## src/rtl/uart_pkg.sv

```systemverilog
// Shared types and helpers for the parametrised UART: FSM state encodings and baud divisor.
package uart_pkg;

    typedef enum logic [2:0] {
        TX_IDLE,
        TX_START,
        TX_DATA,
        TX_PARITY,
        TX_STOP
    } tx_state_t;

    typedef enum logic [2:0] {
        RX_IDLE,
        RX_START,
        RX_DATA,
        RX_PARITY,
        RX_STOP,
        RX_WAIT_HIGH
    } rx_state_t;

    function automatic int clks_per_bit(input int clk_hz, input int baud);
        return clk_hz / baud;
    endfunction

endpackage

```

## src/rtl/uart_bit_timer.sv

```systemverilog
// Loadable down-counter; tc pulses in the last cycle before the count reaches zero.
// Load wins over counting; the counter parks at zero instead of wrapping.
module uart_bit_timer #(
    parameter int W = 9
) (
    input  logic         ipClk,
    input  logic         rst,
    input  logic         load,
    input  logic [W-1:0] load_val,
    output logic         tc
);

    logic [W-1:0] cnt_q;
    logic [W-1:0] cnt_d;

    always_comb begin
        cnt_d = cnt_q;
        if (load) begin
            cnt_d = load_val;
        end else if (cnt_q != '0) begin
            cnt_d = cnt_q - W'(1);
        end
    end

    always_ff @(posedge ipClk) begin
        if (rst) begin
            cnt_q <= '0;
        end else begin
            cnt_q <= cnt_d;
        end
    end

    assign tc = (cnt_q == W'(1));

endmodule

```

## src/rtl/uart_param.sv

```systemverilog
// Parametrised full-duplex UART (start, DATA_BITS LSB first, optional parity, STOP_BITS).
// Define UART_PARITY_EN to insert/check a parity bit; otherwise opRxParityErr is tied low.
module uart_param import uart_pkg::*; #(
    parameter int CLK_HZ     = 50_000_000,
    parameter int BAUD       = 115_200,
    parameter int DATA_BITS  = 8,
    parameter int STOP_BITS  = 1,
    parameter int PARITY_ODD = 0
) (
    input  logic                 ipClk,
    input  logic                 rst,
    input  logic [DATA_BITS-1:0] ipTxData,
    input  logic                 ipTxSend,
    output logic                 opTxBusy,
    output logic                 opTx,
    input  logic                 ipRx,
    output logic [DATA_BITS-1:0] opRxData,
    output logic                 opRxValid,
    output logic                 opRxFrameErr,
    output logic                 opRxParityErr
);

    localparam int CPB = clks_per_bit(CLK_HZ, BAUD);
    localparam int TW  = $clog2(CPB + 1);
    localparam int BW  = $clog2(DATA_BITS);
    localparam logic [BW-1:0] LAST_BIT = BW'(DATA_BITS - 1);
    localparam logic [TW-1:0] FULL_BIT = TW'(CPB);
    localparam logic [TW-1:0] HALF_BIT = TW'(CPB / 2);
    localparam logic          TWO_STOP = (STOP_BITS == 2);
`ifdef UART_PARITY_EN
    localparam logic          ODD      = (PARITY_ODD != 0);
`endif

    generate
        if (DATA_BITS < 5 || DATA_BITS > 9 || STOP_BITS < 1 || STOP_BITS > 2 ||
            PARITY_ODD < 0 || PARITY_ODD > 1 || CPB < 2) begin : g_bad_cfg
            $error("uart_param: unsupported parameter combination");
        end
    endgenerate

    // ---------------- transmitter ----------------
    tx_state_t            tx_state_q, tx_state_d;
    logic [DATA_BITS-1:0] tx_shift_q, tx_shift_d;
    logic [BW-1:0]        tx_bit_q, tx_bit_d;
    logic                 tx_stop_q, tx_stop_d;
    logic                 tx_q, tx_d;
    logic                 tx_load, tx_tc;
`ifdef UART_PARITY_EN
    logic                 tx_par_q, tx_par_d;
`endif

    uart_bit_timer #(.W(TW)) u_tx_timer (
        .ipClk    (ipClk),
        .rst      (rst),
        .load     (tx_load),
        .load_val (FULL_BIT),
        .tc       (tx_tc)
    );

    // tx_d is the line level for the next cycle, so opTx comes straight from a flop.
    always_comb begin
        tx_state_d = tx_state_q;
        tx_shift_d = tx_shift_q;
        tx_bit_d   = tx_bit_q;
        tx_stop_d  = tx_stop_q;
        tx_d       = tx_q;
        tx_load    = 1'b0;
`ifdef UART_PARITY_EN
        tx_par_d   = tx_par_q;
`endif
        case (tx_state_q)
            TX_IDLE: begin
                tx_d = 1'b1;
                if (ipTxSend) begin
                    tx_state_d = TX_START;
                    tx_shift_d = ipTxData;
                    tx_d       = 1'b0;
                    tx_load    = 1'b1;
`ifdef UART_PARITY_EN
                    tx_par_d   = (^ipTxData) ^ ODD;
`endif
                end
            end
            TX_START: begin
                if (tx_tc) begin
                    tx_state_d = TX_DATA;
                    tx_bit_d   = '0;
                    tx_d       = tx_shift_q[0];
                    tx_load    = 1'b1;
                end
            end
            TX_DATA: begin
                if (tx_tc) begin
                    tx_load = 1'b1;
                    if (tx_bit_q == LAST_BIT) begin
`ifdef UART_PARITY_EN
                        tx_state_d = TX_PARITY;
                        tx_d       = tx_par_q;
`else
                        tx_state_d = TX_STOP;
                        tx_stop_d  = TWO_STOP;
                        tx_d       = 1'b1;
`endif
                    end else begin
                        tx_bit_d   = tx_bit_q + BW'(1);
                        tx_shift_d = tx_shift_q >> 1;
                        tx_d       = tx_shift_q[1];
                    end
                end
            end
`ifdef UART_PARITY_EN
            TX_PARITY: begin
                if (tx_tc) begin
                    tx_state_d = TX_STOP;
                    tx_stop_d  = TWO_STOP;
                    tx_d       = 1'b1;
                    tx_load    = 1'b1;
                end
            end
`endif
            TX_STOP: begin
                if (tx_tc) begin
                    if (tx_stop_q) begin
                        tx_stop_d = 1'b0;
                        tx_load   = 1'b1;
                    end else begin
                        tx_state_d = TX_IDLE;
                    end
                end
            end
            default: begin
                tx_state_d = TX_IDLE;
                tx_d       = 1'b1;
            end
        endcase
    end

    always_ff @(posedge ipClk) begin
        if (rst) begin
            tx_state_q <= TX_IDLE;
            tx_shift_q <= '0;
            tx_bit_q   <= '0;
            tx_stop_q  <= 1'b0;
            tx_q       <= 1'b1;
`ifdef UART_PARITY_EN
            tx_par_q   <= 1'b0;
`endif
        end else begin
            tx_state_q <= tx_state_d;
            tx_shift_q <= tx_shift_d;
            tx_bit_q   <= tx_bit_d;
            tx_stop_q  <= tx_stop_d;
            tx_q       <= tx_d;
`ifdef UART_PARITY_EN
            tx_par_q   <= tx_par_d;
`endif
        end
    end

    assign opTx     = tx_q;
    assign opTxBusy = (tx_state_q != TX_IDLE);

    // ---------------- receiver ----------------
    rx_state_t            rx_state_q, rx_state_d;
    logic [1:0]           sync_q, sync_d;
    logic [DATA_BITS-1:0] rx_shift_q, rx_shift_d;
    logic [BW-1:0]        rx_bit_q, rx_bit_d;
    logic [DATA_BITS-1:0] rx_data_q, rx_data_d;
    logic                 rx_valid_q, rx_valid_d;
    logic                 rx_ferr_q, rx_ferr_d;
    logic                 rx_load, rx_tc, rx_s;
    logic [TW-1:0]        rx_load_val;
`ifdef UART_PARITY_EN
    logic                 rx_par_bad_q, rx_par_bad_d;
    logic                 rx_perr_q, rx_perr_d;
`endif

    assign sync_d = {sync_q[0], ipRx};
    assign rx_s   = sync_q[1];

    uart_bit_timer #(.W(TW)) u_rx_timer (
        .ipClk    (ipClk),
        .rst      (rst),
        .load     (rx_load),
        .load_val (rx_load_val),
        .tc       (rx_tc)
    );

    always_comb begin
        rx_state_d  = rx_state_q;
        rx_shift_d  = rx_shift_q;
        rx_bit_d    = rx_bit_q;
        rx_data_d   = rx_data_q;
        rx_valid_d  = 1'b0;
        rx_ferr_d   = 1'b0;
        rx_load     = 1'b0;
        rx_load_val = FULL_BIT;
`ifdef UART_PARITY_EN
        rx_par_bad_d = rx_par_bad_q;
        rx_perr_d    = 1'b0;
`endif
        case (rx_state_q)
            RX_IDLE: begin
                if (!rx_s) begin
                    rx_state_d  = RX_START;
                    rx_load     = 1'b1;
                    rx_load_val = HALF_BIT;
                end
            end
            RX_START: begin
                if (rx_tc) begin
                    if (!rx_s) begin
                        rx_state_d = RX_DATA;
                        rx_bit_d   = '0;
                        rx_load    = 1'b1;
                    end else begin
                        rx_state_d = RX_IDLE;
                    end
                end
            end
            RX_DATA: begin
                if (rx_tc) begin
                    rx_shift_d = {rx_s, rx_shift_q[DATA_BITS-1:1]};
                    rx_load    = 1'b1;
                    if (rx_bit_q == LAST_BIT) begin
`ifdef UART_PARITY_EN
                        rx_state_d = RX_PARITY;
`else
                        rx_state_d = RX_STOP;
`endif
                    end else begin
                        rx_bit_d = rx_bit_q + BW'(1);
                    end
                end
            end
`ifdef UART_PARITY_EN
            RX_PARITY: begin
                if (rx_tc) begin
                    rx_par_bad_d = rx_s ^ (^rx_shift_q) ^ ODD;
                    rx_state_d   = RX_STOP;
                    rx_load      = 1'b1;
                end
            end
`endif
            RX_STOP: begin
                // Only the first stop bit is checked; a low line means break or stuck-low.
                if (rx_tc) begin
                    rx_valid_d = 1'b1;
                    rx_data_d  = rx_shift_q;
                    rx_ferr_d  = !rx_s;
`ifdef UART_PARITY_EN
                    rx_perr_d  = rx_par_bad_q;
`endif
                    rx_state_d = rx_s ? RX_IDLE : RX_WAIT_HIGH;
                end
            end
            RX_WAIT_HIGH: begin
                if (rx_s) begin
                    rx_state_d = RX_IDLE;
                end
            end
            default: rx_state_d = RX_IDLE;
        endcase
    end

    always_ff @(posedge ipClk) begin
        if (rst) begin
            rx_state_q <= RX_IDLE;
            sync_q     <= 2'b11;
            rx_shift_q <= '0;
            rx_bit_q   <= '0;
            rx_data_q  <= '0;
            rx_valid_q <= 1'b0;
            rx_ferr_q  <= 1'b0;
`ifdef UART_PARITY_EN
            rx_par_bad_q <= 1'b0;
            rx_perr_q    <= 1'b0;
`endif
        end else begin
            rx_state_q <= rx_state_d;
            sync_q     <= sync_d;
            rx_shift_q <= rx_shift_d;
            rx_bit_q   <= rx_bit_d;
            rx_data_q  <= rx_data_d;
            rx_valid_q <= rx_valid_d;
            rx_ferr_q  <= rx_ferr_d;
`ifdef UART_PARITY_EN
            rx_par_bad_q <= rx_par_bad_d;
            rx_perr_q    <= rx_perr_d;
`endif
        end
    end

    assign opRxData     = rx_data_q;
    assign opRxValid    = rx_valid_q;
    assign opRxFrameErr = rx_ferr_q;
`ifdef UART_PARITY_EN
    assign opRxParityErr = rx_perr_q;
`else
    assign opRxParityErr = 1'b0;
`endif

endmodule
```

## config.mk

```make
export PLATFORM = sky130hd
export DESIGN_NAME = uart_param
export DESIGN_NICKNAME = d
export VERILOG_FILES = /design/src/rtl/uart_pkg.sv /design/src/rtl/uart_bit_timer.sv /design/src/rtl/uart_param.sv
export SDC_FILE = /design/constraint.sdc
export NUM_CORES = 1
export LEC_CHECK = 0
export CORE_MARGIN = 1.5
export CORE_UTILIZATION = 45
export CTS_CLUSTER_SIZE = 25
export DETAILED_ROUTE_END_ITERATION = 10
export PLACE_DENSITY = 0.63
export SLEW_MARGIN = 20
export SYNTH_ARGS = -nofsm -noshare
export SYNTH_HDL_FRONTEND = slang
export SYNTH_SLANG_ARGS = --single-unit
```

## constraint.sdc

```tcl
create_clock -name ipClk -period 2.3 [get_ports ipClk]
set_input_delay 0.345 -clock ipClk [delete_from_list [all_inputs] [get_ports ipClk]]
set_output_delay 0.345 -clock ipClk [all_outputs]
set_load 0.01 [all_outputs]
```

# Word-level counts from Yosys, hierarchy flattened

Index checks and enable logic that the tools add are counted.

Output and inout bits: 13
Flip-flop bits (word level): 60
Memories kept: 0
Memory bits (writable): 0
Bits in latches: 0
Logic and storage cells: 126
Input bits: 12
Bits in read-only memories: 0

Order comparisons: 0
Shift operators: 0
Multipliers: 0
Add/subtract/negate cells: 4
Bitwise logic cells: 3
Eq/ne operators: 26
Reduce and logical (&&, ||, !) cells: 25
Div/mod/pow operators: 0
Multiplexer cells: 53

Operators by type and width:

| cell                | count |
|---|---|
| $mux 3              | 20 |
| $mux 9              | 6 |
| $ne 2x2->1 const B  | 15 |
| $mux 8              | 3 |
| $eq 9x1->1 const B  | 2 |
| $reduce_bool 9->1   | 2 |
| $sub 9x1->9 const B | 2 |
| $pmux 8 s2          | 1 |
| $eq 3x3->1 const B  | 5 |
| $pmux 3 s5          | 1 |
| $mux 1              | 14 |
| $pmux 3 s2          | 2 |
| $pmux 3 s4          | 1 |
| $reduce_and 4->1    | 3 |
| $reduce_and 6->1    | 2 |
| $reduce_bool 2->1   | 6 |
| $add 3x1->3 const B | 2 |
| $eq 3x1->1 const B  | 2 |
| $eq 3x2->1 const B  | 2 |
| $logic_not 3->1     | 2 |
| $pmux 1 s3          | 2 |
| $reduce_or 2->1     | 3 |
| $reduce_and 5->1    | 1 |
| $pmux 1 s4          | 1 |
| 8 further kinds     | 11 |

# Longest topological paths before layout

Depth in word-level cells: 4
Mapped depth: 7
Gate-level depth less buffers: 6

# By module

A second synthesis with hierarchy kept.

Cell total of the unflattened synthesis: 352
Area, all modules: 3104.2 um^2

Modules (own cells, without submodules):

| module         | cells each | times used | seq. area each (um^2) | area an instance (um^2) |
|---|---|---|---|---|
| uart_param     | 226        | 1          | 820.8                 | 2083.2 |
| uart_bit_timer | 63         | 2          | 180.2                 | 510.5 |

# Least setup slack after synthesis

No wires, ideal clock.

Path type: flip-flop to flip-flop
From: register u_rx_timer.cnt_q[0]
To: register u_rx_timer.cnt_q[7]
Stages on the path, launching flop included: 5
Required time: 2.226 ns
Arrival: 1.774 ns
Buffers on the path: 0
Setup time: 0.074 ns
Clock period less this slack: 1.848 ns
Slack: 0.452 ns
Cells stage by stage: dfxtp_1 or4_4 or4_1 or3_1 a31oi_1

Word-level cells in the longest chain between the ends: 4
Elaborated cells between the ends (all ways): 9
Those cells by class: add/sub: 1; eq/ne: 1; mux: 5; reduce/logical: 2

RTL lines:

| element                                             | line                 | source |
|---|---|---|
| start: declaration                                  | uart_bit_timer.sv:13 | `logic [W-1:0] cnt_q;` |
| start signal: assignment                            | uart_bit_timer.sv:29 | `cnt_q <= cnt_d;` |
| branches (longest 4 deep; another with $sub 9x1->9) | --                   |  |

Parallel ways; which one is timed is not known. The select of a mux whose other input is x is not followed.
A chain may end at the register's enable or synchronous reset.

# Worst setup path in the final report

From: register tx_state_q[0]
To: output opTxBusy

Word-level cells in the longest chain between the ends: 1

RTL lines:

| element                  | line              | source |
|---|---|---|
| start: declaration       | uart_param.sv:42  | `tx_state_t tx_state_q, tx_state_d;` |
| start signal: assignment | uart_param.sv:149 | `tx_state_q <= tx_state_d;` |
| $reduce_bool 3->1        | uart_param.sv:161 | `assign opTxBusy = (tx_state_q != TX_IDLE);` |
| end: declaration         | uart_param.sv:14  | `output logic opTxBusy,` |

No other way between the ends.

==> results.md <==
- Status: finished, final reports clean
- Clock latency on the worst-skew pair: 320 ps
- Main combinational cell family by area after synthesis: simple AND/OR/NAND/NOR gates
- Compound-cell area share of the yosys netlist: 0.163
- Max-cap violations: 0
- Layout cell share with drive strength beyond 1: 0.102
- Arr. time, crit path: 1700 ps
- Netlist Area Pre-Place: 2880 um2
- Initial core utilization: 0.475
- Finished Layout Cells: 429
- Total CTS buffers: 9
- Slew Viols, Final: 0
- Fraction of synthesized area in multiplexers: 0.0734
- Post-Synth XOR/XNOR Area: 0.0182
- #FFs+latches synth: 59
- # IOs: 25
- Placed cells: 414
- Area delta synth->final: 17.8%
- CTS Hold Bufs: 0
- Fillers: 564
- Total grt overflow: 0
- Post-Synth Adder-Cell Area: 0.0434
- Comb power frac: 0.292
- Clk_skew: 7.68 ps
- CP Launch Type: register
- Most common cell after layout, fill and taps aside: dfxtp_1
- Input/output buffers: 23
- Final Cycle Share: 0.891
- Core footprint: 6060 um2
- Via Count: 2,442
- Root Driver: clkbuf_8
- Unrepaired setup endpoints after global routing: false
- DIE AREA: 6890 um2
- Power per cell area: 994 nW/um2
- Sequential area share after synthesis: 0.410
- Pre-CTS WS: 362 ps
- Max-slew headroom: 0.501
- Simple-gate share of the synthesized area: 0.238
- Wire per inst: 13.1 um
- Final Cell Area: 3390 um2
- DR vias/cell: 5.69
- First-pass DRT Iterations: 4
- Nets: 372
- Final setup vio count: 0
- Final setup margin: 251 ps
- Antenna violations before repair: 0
- Final Wtd Congestion: 0.793
- Clk sinks: 59
- Max IR drop VDD: 0.576 mV
- DRC viols: 0
- Register share of total power: 0.383
- Clk pwr share: 0.325
- Sequential cell area: 1180 um2
- Worst Path Max Fanout: 14
- Fmax: 488 MHz
- CTS tree: built
- Reg clk slew, reported paths: 60 ps
- First-pass GRT wire length: 9680 um
- Synth Instances: 329
- Sw Pwr: 1.06 mW
- Post-CTS setup buffers: 0
- Die Y: 83.0 um
- PostCTS Resize Cnt: 0
- Area of the multi-input gates: 1550 um2
- Cell Area, Placed: 3160 um2
- CP Data Required Time: 1960 ps
- Crit path kind: register to output pin
- Number of global-route vias before repair: 2,154
- DRT antenna net count: 0
- Die X-Extent: 83.0 um
- Pin count of the biggest net entering global routing: 42
- Mapped Avg Cell Area: 8.75 um2
- YS warnings: 0
- Syn Nets: 351
- Final hold vios: 0
- DRT Wirelength: 5620 um
- Initial DRC count: 95
- Fin Setup TNS: 0 ps
- Detailed Place HPWL: 3850 um
- CTS H-Tree Depth: 3
- Hold crit path type: register to register
- Commonest cells after routing, fill and taps aside: 59 x dfxtp_1, 30 x a21oi_1, 23 x nand2_1
- Tmin final: 2050 ps
- GRT Resource Usage Total: 0.167
- Post-layout util: 0.560
- Setup crit end kind: output pin
- FP Rows: 28
- Internal power: 2.31 mW
- Longest Clk Path Bufs: 2
- N_diodes: 0
- Leakage power figure: 1.31 nW
- Least-Margin Pin Slew: 749 ps
- Synth unique cells: 50
- Switching Fraction: 0.315
-- Yosys cell counts (all sizes together) --
| library cell | count | area [um2] |
|---|---|---|
| or3b | 1 | 8.76 |
| nand3 | 16 | 80.1 |
| and4b | 1 | 10.0 |
| nand2b | 3 | 18.8 |
| a21oi | 30 | 150 |
| o2111ai | 3 | 26.3 |
| buf | 4 | 21.3 |
| a41oi | 1 | 8.76 |
| nand2 | 23 | 86.3 |
| conb | 1 | 3.75 |
| a2111oi | 2 | 17.5 |
| o311ai | 1 | 8.76 |
| ha | 10 | 125 |
| mux2i | 20 | 200 |
| nor4b | 2 | 23.8 |
| nand4b | 2 | 17.5 |
| nor2 | 22 | 82.6 |
| nor3 | 20 | 105 |
| and3 | 3 | 18.8 |
| nor3b | 6 | 45.0 |
| a22oi | 3 | 22.5 |
| clkbuf | 19 | 91.3 |
| inv | 10 | 37.5 |
| nor2b | 4 | 25.0 |
| a311oi | 3 | 26.3 |
| o21a | 1 | 7.51 |
| xnor2 | 6 | 52.6 |
| a211oi | 13 | 97.6 |
| a31oi | 5 | 31.3 |
| o31ai | 2 | 15.0 |
| nor4 | 3 | 18.8 |
| nand4 | 3 | 18.8 |
| o221a | 1 | 11.3 |
| nand3b | 3 | 22.5 |
| mux2 | 1 | 11.3 |
| or4 | 4 | 33.8 |
| dfxtp | 59 | 1180 |
| o21ai | 4 | 20.0 |
| or3 | 4 | 25.0 |
| and2 | 3 | 20.0 |
| o311a | 1 | 10.0 |
| or2 | 4 | 25.0 |
| o31a | 2 | 17.5 |
-- state kept, by name, indices dropped and copies added (netlist names) --
register,flops
u_tx_timer.cnt_q,9
rx_state_q,3
u_rx_timer.cnt_q,9
tx_bit_q,3
opRxValid,1
rx_shift_q,8
tx_shift_q,8
rx_bit_q,3
sync_q,2
opRxFrameErr,1
tx_state_q,3
opRxData,8
opTx,1
-- worst max-delay path: stages (launching register included) --
cell,delay (ps)
dfxtp_1,440
nor3_1,380
inv_1,90
clkdlybuf4s50_1,480
-- final timing paths --
check | slack, ps | endpoint | startpoint | cells after the start
min reg2reg | 410 | sync_q[1] | sync_q[0] | 1
max reg2reg | 360 | u_rx_timer.cnt_q[7] | u_rx_timer.cnt_q[0] | 4
max | 250 | opTxBusy | tx_state_q[0] | 3
min | 410 | sync_q[1] | sync_q[0] | 1
-- power groups by stage --
stage / sequential [mW] / clock (mW) / combinational [mW]
after floorplan: 1.27 / 0 / 0.773
after global placement: 1.31 / 0 / 0.965
after detailed placement: 1.31 / 0 / 0.976
after CTS: 1.29 / 1.13 / 0.977
after global routing: 1.31 / 1.17 / 1.10
final: 1.29 / 1.10 / 0.983
-- final cells by class --
| type | instances | share of cell area |
|---|---|---|
| timing repair buffer | 33 | 0.0885 |
| inverter | 10 | 0.0111 |
| clock buffer | 10 | 0.0376 |
| clock inverter | 5 | 0.0302 |
| multi-input combinational | 237 | 0.457 |
| tap | 75 | 0.0277 |
| sequential | 59 | 0.348 |
-- kinds of logic (layout without fill, tap and decap cells) --
logic type / Yosys count / count (layout)
and+or+nand+nor: 127 / 127
AOI/OAI and AO/OA: 72 / 72
DFF: 59 / 59
buffers and inverters: 33 / 58
muxes: 21 / 21
adders and majority gates: 10 / 10
xor gates and xnor gates: 6 / 6
other: 1 / 1
-- metal layers --
| layer | vias up | part of all wire | global-route usage |
|---|---|---|---|
| met5 | - | 0 | 0 |
| met3 | 8 | 0.036 | 0.0388 |
| met2 | 41 | 0.48 | 0.272 |
| li1 | 1248 | - | - |
| met4 | 0 | 0.0098 | 0.0682 |
| met1 | 1145 | 0.48 | 0.214 |
-- per-stage QoR --
stage	hold WS, ps	total power, mW
2_1_floorplan	389	2.05
3_3_place_gp	398	2.27
3_5_place_dp	403	2.29
4_1_cts	418	3.39
5_1_grt	446	3.59
6_report	412	3.37
Power figures use the tool's default switching activity.
